==> src/rtl/mouse_pkg.sv <==
// Shared state encoding, PS/2 command constants and the init command table
// for the mouse host controller.
package mouse_pkg;

    typedef enum logic [6:0] {
        ST_POWERUP  = 7'b000_0001,
        ST_SEND     = 7'b000_0010,
        ST_WAIT_ACK = 7'b000_0100,
        ST_WAIT_BAT = 7'b000_1000,
        ST_WAIT_ID  = 7'b001_0000,
        ST_STREAM   = 7'b010_0000,
        ST_FAIL     = 7'b100_0000
    } state_e;

    localparam logic [7:0] PS2_RESET    = 8'hFF;
    localparam logic [7:0] PS2_ENABLE   = 8'hF4;
    localparam logic [7:0] PS2_SET_RATE = 8'hF3;
    localparam logic [7:0] PS2_GET_ID   = 8'hF2;
    localparam logic [7:0] PS2_SET_RES  = 8'hE8;
    localparam logic [7:0] PS2_ACK      = 8'hFA;
    localparam logic [7:0] PS2_RESEND   = 8'hFE;
    localparam logic [7:0] PS2_BAT_OK   = 8'hAA;

    localparam logic [3:0] IDX_RESET  = 4'd0;
    localparam logic [3:0] IDX_WHEEL  = 4'd1;
    localparam logic [3:0] IDX_GET_ID = 4'd7;
    localparam logic [3:0] IDX_RATE   = 4'd8;
    localparam logic [3:0] IDX_ENABLE = 4'd12;

    // Entries 1..6 are the IntelliMouse unlock knock (rates 200, 100, 80).
    function automatic logic [7:0] cmd_byte(input logic [3:0] idx,
                                            input logic [7:0] rate,
                                            input logic [7:0] res);
        logic [7:0] b;
        case (idx)
            4'd0:                   b = PS2_RESET;
            4'd1, 4'd3, 4'd5, 4'd8: b = PS2_SET_RATE;
            4'd2:                   b = 8'hC8;
            4'd4:                   b = 8'h64;
            4'd6:                   b = 8'h50;
            4'd7:                   b = PS2_GET_ID;
            4'd9:                   b = rate;
            4'd10:                  b = PS2_SET_RES;
            4'd11:                  b = res;
            4'd12:                  b = PS2_ENABLE;
            default:                b = PS2_RESET;
        endcase
        return b;
    endfunction

endpackage

==> src/rtl/mouse_pkt_assembler.sv <==
// Collects stream bytes into a shadow buffer (re-syncing on status bit 3) and
// publishes complete 3- or 4-byte packets atomically with an interrupt flag.
module mouse_pkt_assembler (
    input  logic       i_clk,
    input  logic       i_rst,
    input  logic       i_en,
    input  logic       i_pkt4,
    input  logic       i_byte_valid,
    input  logic [7:0] i_byte,
    input  logic       i_expired,
    input  logic       i_int_ack,
    output logic       o_accept,
    output logic [7:0] o_status,
    output logic [7:0] o_dx,
    output logic [7:0] o_dy,
    output logic [7:0] o_dz,
    output logic       o_int
);
    logic [1:0] r_cnt;
    logic [7:0] r_sh0, r_sh1, r_sh2;
    logic       w_accept, w_last, w_done;

    // Byte acceptance: the first byte of a packet must carry the always-one bit 3.
    always_comb begin
        w_accept = 1'b0;
        if (i_en && i_byte_valid) begin
            w_accept = (r_cnt == 2'd0) ? i_byte[3] : 1'b1;
        end else begin
            w_accept = 1'b0;
        end
        w_last = i_pkt4 ? (r_cnt == 2'd3) : (r_cnt == 2'd2);
        w_done = w_accept && w_last;
    end

    assign o_accept = w_accept;

    // Byte counter and shadow buffer; a stale partial packet is simply dropped.
    always_ff @(posedge i_clk or posedge i_rst) begin
        if (i_rst) begin
            r_cnt <= 2'd0;
            r_sh0 <= 8'h00;
            r_sh1 <= 8'h00;
            r_sh2 <= 8'h00;
        end else if (!i_en || w_done) begin
            r_cnt <= 2'd0;
        end else if (w_accept) begin
            r_cnt <= r_cnt + 2'd1;
            case (r_cnt)
                2'd0:    r_sh0 <= i_byte;
                2'd1:    r_sh1 <= i_byte;
                2'd2:    r_sh2 <= i_byte;
                default: r_sh2 <= r_sh2;
            endcase
        end else if (i_expired) begin
            r_cnt <= 2'd0;
        end else begin
            r_cnt <= r_cnt;
        end
    end

    // Published packet and interrupt flag; a completing packet beats an ACK.
    always_ff @(posedge i_clk or posedge i_rst) begin
        if (i_rst) begin
            o_status <= 8'h00;
            o_dx     <= 8'h00;
            o_dy     <= 8'h00;
            o_dz     <= 8'h00;
            o_int    <= 1'b0;
        end else begin
            if (w_done) begin
                o_status <= r_sh0;
                o_dx     <= r_sh1;
                o_dy     <= i_pkt4 ? r_sh2 : i_byte;
                o_dz     <= i_pkt4 ? i_byte : 8'h00;
            end
            if (w_done) begin
                o_int <= 1'b1;
            end else if (i_int_ack) begin
                o_int <= 1'b0;
            end
        end
    end

endmodule

==> src/rtl/mouse_master_ext.sv <==
// PS/2 mouse host controller: table-driven init with wheel detection and
// bounded retry, then streams packets through mouse_pkt_assembler.
module mouse_master_ext #(
    parameter int         POWERUP_CYCLES  = 500_000,
    parameter int         TIMEOUT_CYCLES  = 500_000,
    parameter int         SELFTEST_CYCLES = 25_000_000,
    parameter bit         WHEEL_EN        = 1'b1,
    parameter logic [7:0] SAMPLE_RATE     = 8'd100,
    parameter logic [7:0] RESOLUTION      = 8'h03,
    parameter int         MAX_RETRY       = 3
) (
    input  logic       CLK,
    input  logic       RESET,
    output logic       SEND_BYTE,
    output logic [7:0] BYTE_TO_SEND,
    input  logic       BYTE_SENT,
    output logic       READ_ENABLE,
    input  logic [7:0] BYTE_READ,
    input  logic [1:0] BYTE_ERROR_CODE,
    input  logic       BYTE_READY,
    output logic [7:0] MOUSE_STATUS,
    output logic [7:0] MOUSE_DX,
    output logic [7:0] MOUSE_DY,
    output logic [7:0] MOUSE_DZ,
    output logic [7:0] MOUSE_ID,
    output logic       SEND_INTERRUPT,
    input  logic       INTERRUPT_ACK,
    output logic       INIT_FAIL,
    output logic [6:0] current_state
);
    import mouse_pkg::*;

    localparam int T_MAX_A = (POWERUP_CYCLES > TIMEOUT_CYCLES) ? POWERUP_CYCLES : TIMEOUT_CYCLES;
    localparam int T_MAX   = (T_MAX_A > SELFTEST_CYCLES) ? T_MAX_A : SELFTEST_CYCLES;
    localparam int TW      = $clog2(T_MAX) + 1;
    localparam logic [TW-1:0] T_POWERUP  = TW'(POWERUP_CYCLES);
    localparam logic [TW-1:0] T_TIMEOUT  = TW'(TIMEOUT_CYCLES);
    localparam logic [TW-1:0] T_SELFTEST = TW'(SELFTEST_CYCLES);

    state_e        r_state, w_next_state;
    logic [3:0]    r_cmd_idx, w_next_idx;
    logic [7:0]    r_retry_cnt, w_next_retry, w_retry_base;
    logic [TW-1:0] r_timer, w_timer_load;
    logic [7:0]    r_mouse_id;
    logic          r_pkt4, r_send_pend, r_send_byte, r_read_enable, r_init_fail;
    logic [7:0]    r_byte_to_send;
    logic          w_expired, w_byte_ok, w_move, w_retry, w_clr_retry, w_latch_id;
    logic          w_reload, w_in_stream, w_accept;

    assign w_expired   = (r_timer == {TW{1'b0}});
    assign w_byte_ok   = BYTE_READY && (BYTE_ERROR_CODE == 2'b00);
    assign w_in_stream = (r_state == ST_STREAM);

    // Next-state, command index and retry bookkeeping.
    always_comb begin
        w_next_state = r_state;
        w_next_idx   = r_cmd_idx;
        w_next_retry = r_retry_cnt;
        w_move       = 1'b0;
        w_retry      = 1'b0;
        w_clr_retry  = 1'b0;
        w_latch_id   = 1'b0;
        case (r_state)
            ST_POWERUP: begin
                if (w_expired) begin
                    w_next_state = ST_SEND;
                    w_next_idx   = IDX_RESET;
                    w_move       = 1'b1;
                end else begin
                    w_move = 1'b0;
                end
            end
            ST_SEND: begin
                if (BYTE_SENT) begin
                    w_next_state = ST_WAIT_ACK;
                    w_move       = 1'b1;
                end else begin
                    w_retry = w_expired;
                end
            end
            ST_WAIT_ACK: begin
                if (BYTE_READY) begin
                    if (!w_byte_ok || BYTE_READ == PS2_RESEND || BYTE_READ != PS2_ACK) begin
                        w_retry = 1'b1;
                    end else if (r_cmd_idx == IDX_RESET) begin
                        w_next_state = ST_WAIT_BAT;
                        w_move       = 1'b1;
                    end else if (r_cmd_idx == IDX_GET_ID) begin
                        w_next_state = ST_WAIT_ID;
                        w_move       = 1'b1;
                    end else if (r_cmd_idx == IDX_ENABLE) begin
                        w_next_state = ST_STREAM;
                        w_move       = 1'b1;
                    end else begin
                        w_next_state = ST_SEND;
                        w_next_idx   = r_cmd_idx + 4'd1;
                        w_move       = 1'b1;
                    end
                end else begin
                    w_retry = w_expired;
                end
            end
            ST_WAIT_BAT: begin
                if (BYTE_READY) begin
                    if (w_byte_ok && BYTE_READ == PS2_BAT_OK) begin
                        w_next_state = ST_WAIT_ID;
                        w_move       = 1'b1;
                    end else begin
                        w_retry = 1'b1;
                    end
                end else begin
                    w_retry = w_expired;
                end
            end
            ST_WAIT_ID: begin
                if (BYTE_READY) begin
                    if (!w_byte_ok) begin
                        w_retry = 1'b1;
                    end else if (r_cmd_idx == IDX_GET_ID) begin
                        w_latch_id   = 1'b1;
                        w_next_state = ST_SEND;
                        w_next_idx   = IDX_RATE;
                        w_move       = 1'b1;
                    end else if (BYTE_READ == 8'h00) begin
                        w_next_state = ST_SEND;
                        w_next_idx   = WHEEL_EN ? IDX_WHEEL : IDX_RATE;
                        w_move       = 1'b1;
                    end else begin
                        w_retry = 1'b1;
                    end
                end else begin
                    w_retry = w_expired;
                end
            end
            ST_STREAM: begin
                if (BYTE_READY && !w_byte_ok) begin
                    w_clr_retry = 1'b1;
                    w_retry     = 1'b1;
                end else begin
                    w_retry = 1'b0;
                end
            end
            ST_FAIL: begin
                w_next_state = ST_FAIL;
            end
            default: begin
                w_next_state = ST_POWERUP;
                w_move       = 1'b1;
            end
        endcase

        w_retry_base = w_clr_retry ? 8'h00 : r_retry_cnt;
        if (w_retry) begin
            if ((int'(w_retry_base) + 1) >= MAX_RETRY) begin
                w_next_state = ST_FAIL;
            end else begin
                w_next_state = ST_SEND;
                w_next_idx   = IDX_RESET;
                w_next_retry = w_retry_base + 8'd1;
            end
        end else begin
            w_next_retry = r_retry_cnt;
        end

        w_reload = w_move || w_retry || (w_in_stream && w_accept);
    end

    // Timer reload value depends on the state being entered.
    always_comb begin
        w_timer_load = T_TIMEOUT;
        case (w_next_state)
            ST_POWERUP:  w_timer_load = T_POWERUP;
            ST_WAIT_BAT: w_timer_load = T_SELFTEST;
            default:     w_timer_load = T_TIMEOUT;
        endcase
    end

    // State, command index, retry count and device-ID latch.
    always_ff @(posedge CLK or posedge RESET) begin
        if (RESET) begin
            r_state     <= ST_POWERUP;
            r_cmd_idx   <= 4'd0;
            r_retry_cnt <= 8'h00;
            r_mouse_id  <= 8'h00;
            r_pkt4      <= 1'b0;
        end else begin
            r_state     <= w_next_state;
            r_cmd_idx   <= w_next_idx;
            r_retry_cnt <= w_next_retry;
            if (w_latch_id) begin
                r_mouse_id <= BYTE_READ;
                r_pkt4     <= (BYTE_READ == 8'h03);
            end
        end
    end

    // Shared down-counter for power-up, ack, self-test and inter-byte waits.
    always_ff @(posedge CLK or posedge RESET) begin
        if (RESET) begin
            r_timer <= T_POWERUP;
        end else if (w_reload) begin
            r_timer <= w_timer_load;
        end else if (!w_expired) begin
            r_timer <= r_timer - TW'(1);
        end
    end

    // Registered transmit handshake and status outputs.
    always_ff @(posedge CLK or posedge RESET) begin
        if (RESET) begin
            r_send_pend    <= 1'b0;
            r_send_byte    <= 1'b0;
            r_byte_to_send <= PS2_RESET;
            r_read_enable  <= 1'b0;
            r_init_fail    <= 1'b0;
        end else begin
            r_send_pend   <= w_reload && (w_next_state == ST_SEND);
            r_send_byte   <= r_send_pend && (r_state == ST_SEND);
            r_read_enable <= !((w_next_state == ST_SEND) || (w_next_state == ST_FAIL));
            r_init_fail   <= r_init_fail || (w_next_state == ST_FAIL);
            if (r_send_pend) begin
                r_byte_to_send <= cmd_byte(r_cmd_idx, SAMPLE_RATE, RESOLUTION);
            end
        end
    end

    mouse_pkt_assembler u_asm (
        .i_clk        (CLK),
        .i_rst        (RESET),
        .i_en         (w_in_stream),
        .i_pkt4       (r_pkt4),
        .i_byte_valid (w_byte_ok),
        .i_byte       (BYTE_READ),
        .i_expired    (w_expired),
        .i_int_ack    (INTERRUPT_ACK),
        .o_accept     (w_accept),
        .o_status     (MOUSE_STATUS),
        .o_dx         (MOUSE_DX),
        .o_dy         (MOUSE_DY),
        .o_dz         (MOUSE_DZ),
        .o_int        (SEND_INTERRUPT)
    );

    assign SEND_BYTE     = r_send_byte;
    assign BYTE_TO_SEND  = r_byte_to_send;
    assign READ_ENABLE   = r_read_enable;
    assign MOUSE_ID      = r_mouse_id;
    assign INIT_FAIL     = r_init_fail;
    assign current_state = r_state;

endmodule

==> config.mk <==
export PLATFORM = sky130hd
export DESIGN_NAME = mouse_master_ext
export DESIGN_NICKNAME = d
export VERILOG_FILES = /design/src/rtl/mouse_pkg.sv /design/src/rtl/mouse_pkt_assembler.sv /design/src/rtl/mouse_master_ext.sv
export SDC_FILE = /design/constraint.sdc
export NUM_CORES = 1
export LEC_CHECK = 0
export ABC_CLOCK_PERIOD_IN_PS = 5800
export CORE_MARGIN = 3
export CORE_UTILIZATION = 45
export DETAILED_ROUTE_END_ITERATION = 8
export GPL_TIMING_DRIVEN = 0
export PLACE_DENSITY_LB_ADDON = 0.3
export SYNTH_ARGS = -nofsm -noshare
export SYNTH_HDL_FRONTEND = slang
export SYNTH_SLANG_ARGS = --single-unit
==> constraint.sdc <==
create_clock -name CLK -period 5.8 [get_ports CLK]
set_input_delay 1.74 -clock CLK [delete_from_list [all_inputs] [get_ports CLK]]
set_output_delay 1.74 -clock CLK [all_outputs]
set_load 0.03 [all_outputs]
==> flow_metrics.tcl <==
set metrics [dict create \
    status "completed" \
    leakage_nw 3.55 \
    startpoint "BYTE_ERROR_CODE[1]" \
    synth_compound_area_share_pct 10.7 \
    tns_ns 0 \
    cts_buffer_depth 2 \
    postRouteAntennaNets 0 \
    grt_first_pass_wirelength_um 26500 \
    async_flop_share_pct 100 \
    end_kind "flip-flop" \
    cp-start-kind "input pin" \
    yosysMostFrequentCell "dfrtp_1" \
    portBuffers 73 \
    dpl_cell_area_mm2 0.00732 \
    synth_xor_area_share_pct 3.87 \
    grt_pass1_vias 5273 \
    core-area_mm2 0.0135 \
    maxSlewViolCount 0 \
    dp_cells 880 \
    worstHoldPathType "flip-flop to flip-flop" \
    yosys.area_share.simple_pct 22.4 \
    grt_max_degree 86 \
    cts_root_buffer "clkbuf_16" \
    reg2reg_from "current_state[2]$_DFF_PP0_" \
    htree_levels 4 \
    critPathRequiredTime_ns 6.14 \
    synth_top_cell_by_area "dfrtp_1" \
    io_pins 74 \
    die_height_um 125 \
    worst_pin_slew_ns 0.862 \
    gp_congestion 0.869 \
    synth_nets 659 \
    fillers 1131 \
    initial_core_util_pct 46.9 \
    antenna_found_initial 1 \
    post_cts_buffers 0 \
    grt-ovfl-total 0 \
    fin_nets 752 \
    num_vias 5038 \
    rows 42 \
    die_area_mm2 0.0155 \
    finalSetupViolations 0 \
    instances_no_fill 913 \
    ir_worst_vdd_uv 207 \
    synth.ff_latch_count 125 \
    postSynthAreaPerCell_um2 10.1 \
    synth_cell_type_count 67 \
    synth.area.mux_share_pct 7.76 \
    hold_viol 0 \
    clock_latency_ns 0.43 \
    ctsHoldBuffers 0 \
    wire_per_inst_um 16.9 \
    maxSlewHeadroom_pct 41.7 \
    synth-main-ff-cell "dfrtp_1" \
    ys_top_cells_by_count "dfrtp_1 (109), nand2_1 (106), nor2_1 (55)" \
    fin_crit_ns 4.70 \
    netlist_top_cells_area "dfrtp_1 (43%), dfstp_2 (6.6%), nand2_1 (6.3%), mux2_2 (5.9%), nor2_1 (3.3%)" \
    rsz0062_at_grt "false" \
    routed_wl_um 15400 \
    timing.fmax_ghz 0.213 \
    hpwlAfterDp_um 11000 \
    yosysSeqAreaShare_pct 49.7 \
    synth_top_family_by_area "simple AND/OR/NAND/NOR gates" \
    area_growth_pct 24.8 \
    critPathMaxFanout 10 \
    cts_tree "built" \
    numCtsBuffers 17 \
    vias_per_cell 5.52 \
    cts_resized 0 \
    crit_type "input pin to flip-flop" \
    fin_area_mm2 0.00791 \
    postSynthCellCount 630 \
    finalClockSkew_ns 0.0105 \
    synth_top_area_share_pct 43.0 \
    fin_crit_sh_pct 81.0 \
    regMostFlops "r_timer" \
    die_x_um 125 \
    drtPass1Iterations 4 \
    synth_edf_count 0 \
    drv_cap 0 \
    drcViolationCount 0 \
    power.density_mw_per_mm2 305 \
    grt.total_usage_pct 21.0 \
    power_mw 2.42 \
    clkSlewWorstSetupHoldPaths_ns 0.06 \
    yosys_warnings 0 \
    timing.critical_path.arrival_ns 5.04 \
    hp-start "u_asm.r_sh0[7]$_DFFE_PP0P_" \
    cts_sinks 125 \
    drive_above_1_share_pct 15.9 \
    synthAdderAreaFrac_pct 2.76 \
    drt_iter0_drc 320 \
    largest_register_ffs 26 \
    syn_area_mm2 0.00634 \
]
==> metal layers <==
metal	track usage, %	vias to the layer above	part of all wire, %
li1	-	2400	-
met1	27.4	2518	45
met2	33.9	100	49
met3	5.87	18	4.5
met4	6.71	2	1.6
met5	0	-	0.084
==> path summary, 6_finish.rpt <==
| kind | endpoint | slack [ns] | cells past startpoint |
|---|---|---|---|
| min in group asynchronous | current_state[4]$_DFF_PP0_ | 1.70 | 2 |
| worst min-delay path | u_asm.o_status[7]$_DFFE_PP0P_ | 0.46 | 2 |
| worst max register to register | r_retry_cnt[1]$_DFFE_PP0P_ | 2.02 | 13 |
| worst max-delay path | r_retry_cnt[1]$_DFFE_PP0P_ | 1.10 | 13 |
| max in group asynchronous | current_state[0]$_DFF_PP1_ | 3.35 | 3 |
| worst min register to register | u_asm.o_status[7]$_DFFE_PP0P_ | 0.46 | 2 |
==> placed cells by master (no fill, tap or decap), types with 3 or more instances in the layout <==
master	n
a211oi_1	3
a21o_1	4
a21oi_1	27
a22oi_1	4
a31oi_1	5
and2_1	4
and3_1	4
buf_2	5
clkbuf_1	21
clkbuf_16	17
clkdlybuf4s50_1	73
clkinv_4	4
dfrtp_1	109
dfstp_2	16
ha_1	14
inv_1	14
inv_6	6
mux2_2	33
mux2i_1	12
nand2_1	106
nand2b_1	6
nand3_1	10
nand3b_1	3
nand4_1	7
nor2_1	55
nor2_2	10
nor2b_1	10
nor3_1	14
nor4_1	9
nor4_4	3
o211ai_1	3
o21ai_0	32
o22ai_1	4
or3_1	3
or4_1	9
xnor2_1	11
xor2_1	17
==> kinds of logic after synthesis <==
logic type	after synthesis
buffers and inverters	43
AND/OR/NAND/NOR	273
multiplexers	45
AO/OA/AOI/OAI	102
XOR/XNOR	28
flip-flops	125
adder cells (fa/ha/maj)	14
==> worst max-delay path, stage by stage <==
cell and delay, ns:
clkdlybuf4s50_1 0.46, o2111ai_1 0.69, nand2_1 0.19, inv_1 0.10, ha_1 0.23, nand4_1 0.10, a31oi_1 0.16, o2111a_1 0.21
nor2_1 0.05, or4_1 0.52, nor2_2 0.16, buf_4 0.21, mux2i_1 0.21
==> power by group <==
part | switching (mW) | total (mW) | internal [mW]
Clock | 0.421 | 1.06 | 0.640
Sequential | 0.0514 | 0.996 | 0.944
Combinational | 0.213 | 0.360 | 0.147
==> stage by stage <==
step | util, % | hold slack (ns) | worst slack, ns
after global placement | 54.0 | 0.445 | -0.913
after detailed placement | 54.2 | 0.452 | 0.682
after global routing | 58.6 | 0.495 | 0.814
final | 58.6 | 0.463 | 1.10
after floorplan | - | 0.430 | 0.759
after CTS | 58.6 | 0.465 | 1.08
==> layout make-up <==
cell class                 count  area [um2]  area share (%)
tap                          176         220            2.78
clock inverter                14         159            2.01
multi-input combinational    462        3010            38.0
buffer                        28         123            1.55
sequential                   125        3150            39.8
timing repair buffer          74         758            9.59
antenna                        1        2.50          0.0316
clock buffer                  18         429            5.43
inverter                      15        61.3           0.775
Power figures use the tool's default switching activity.
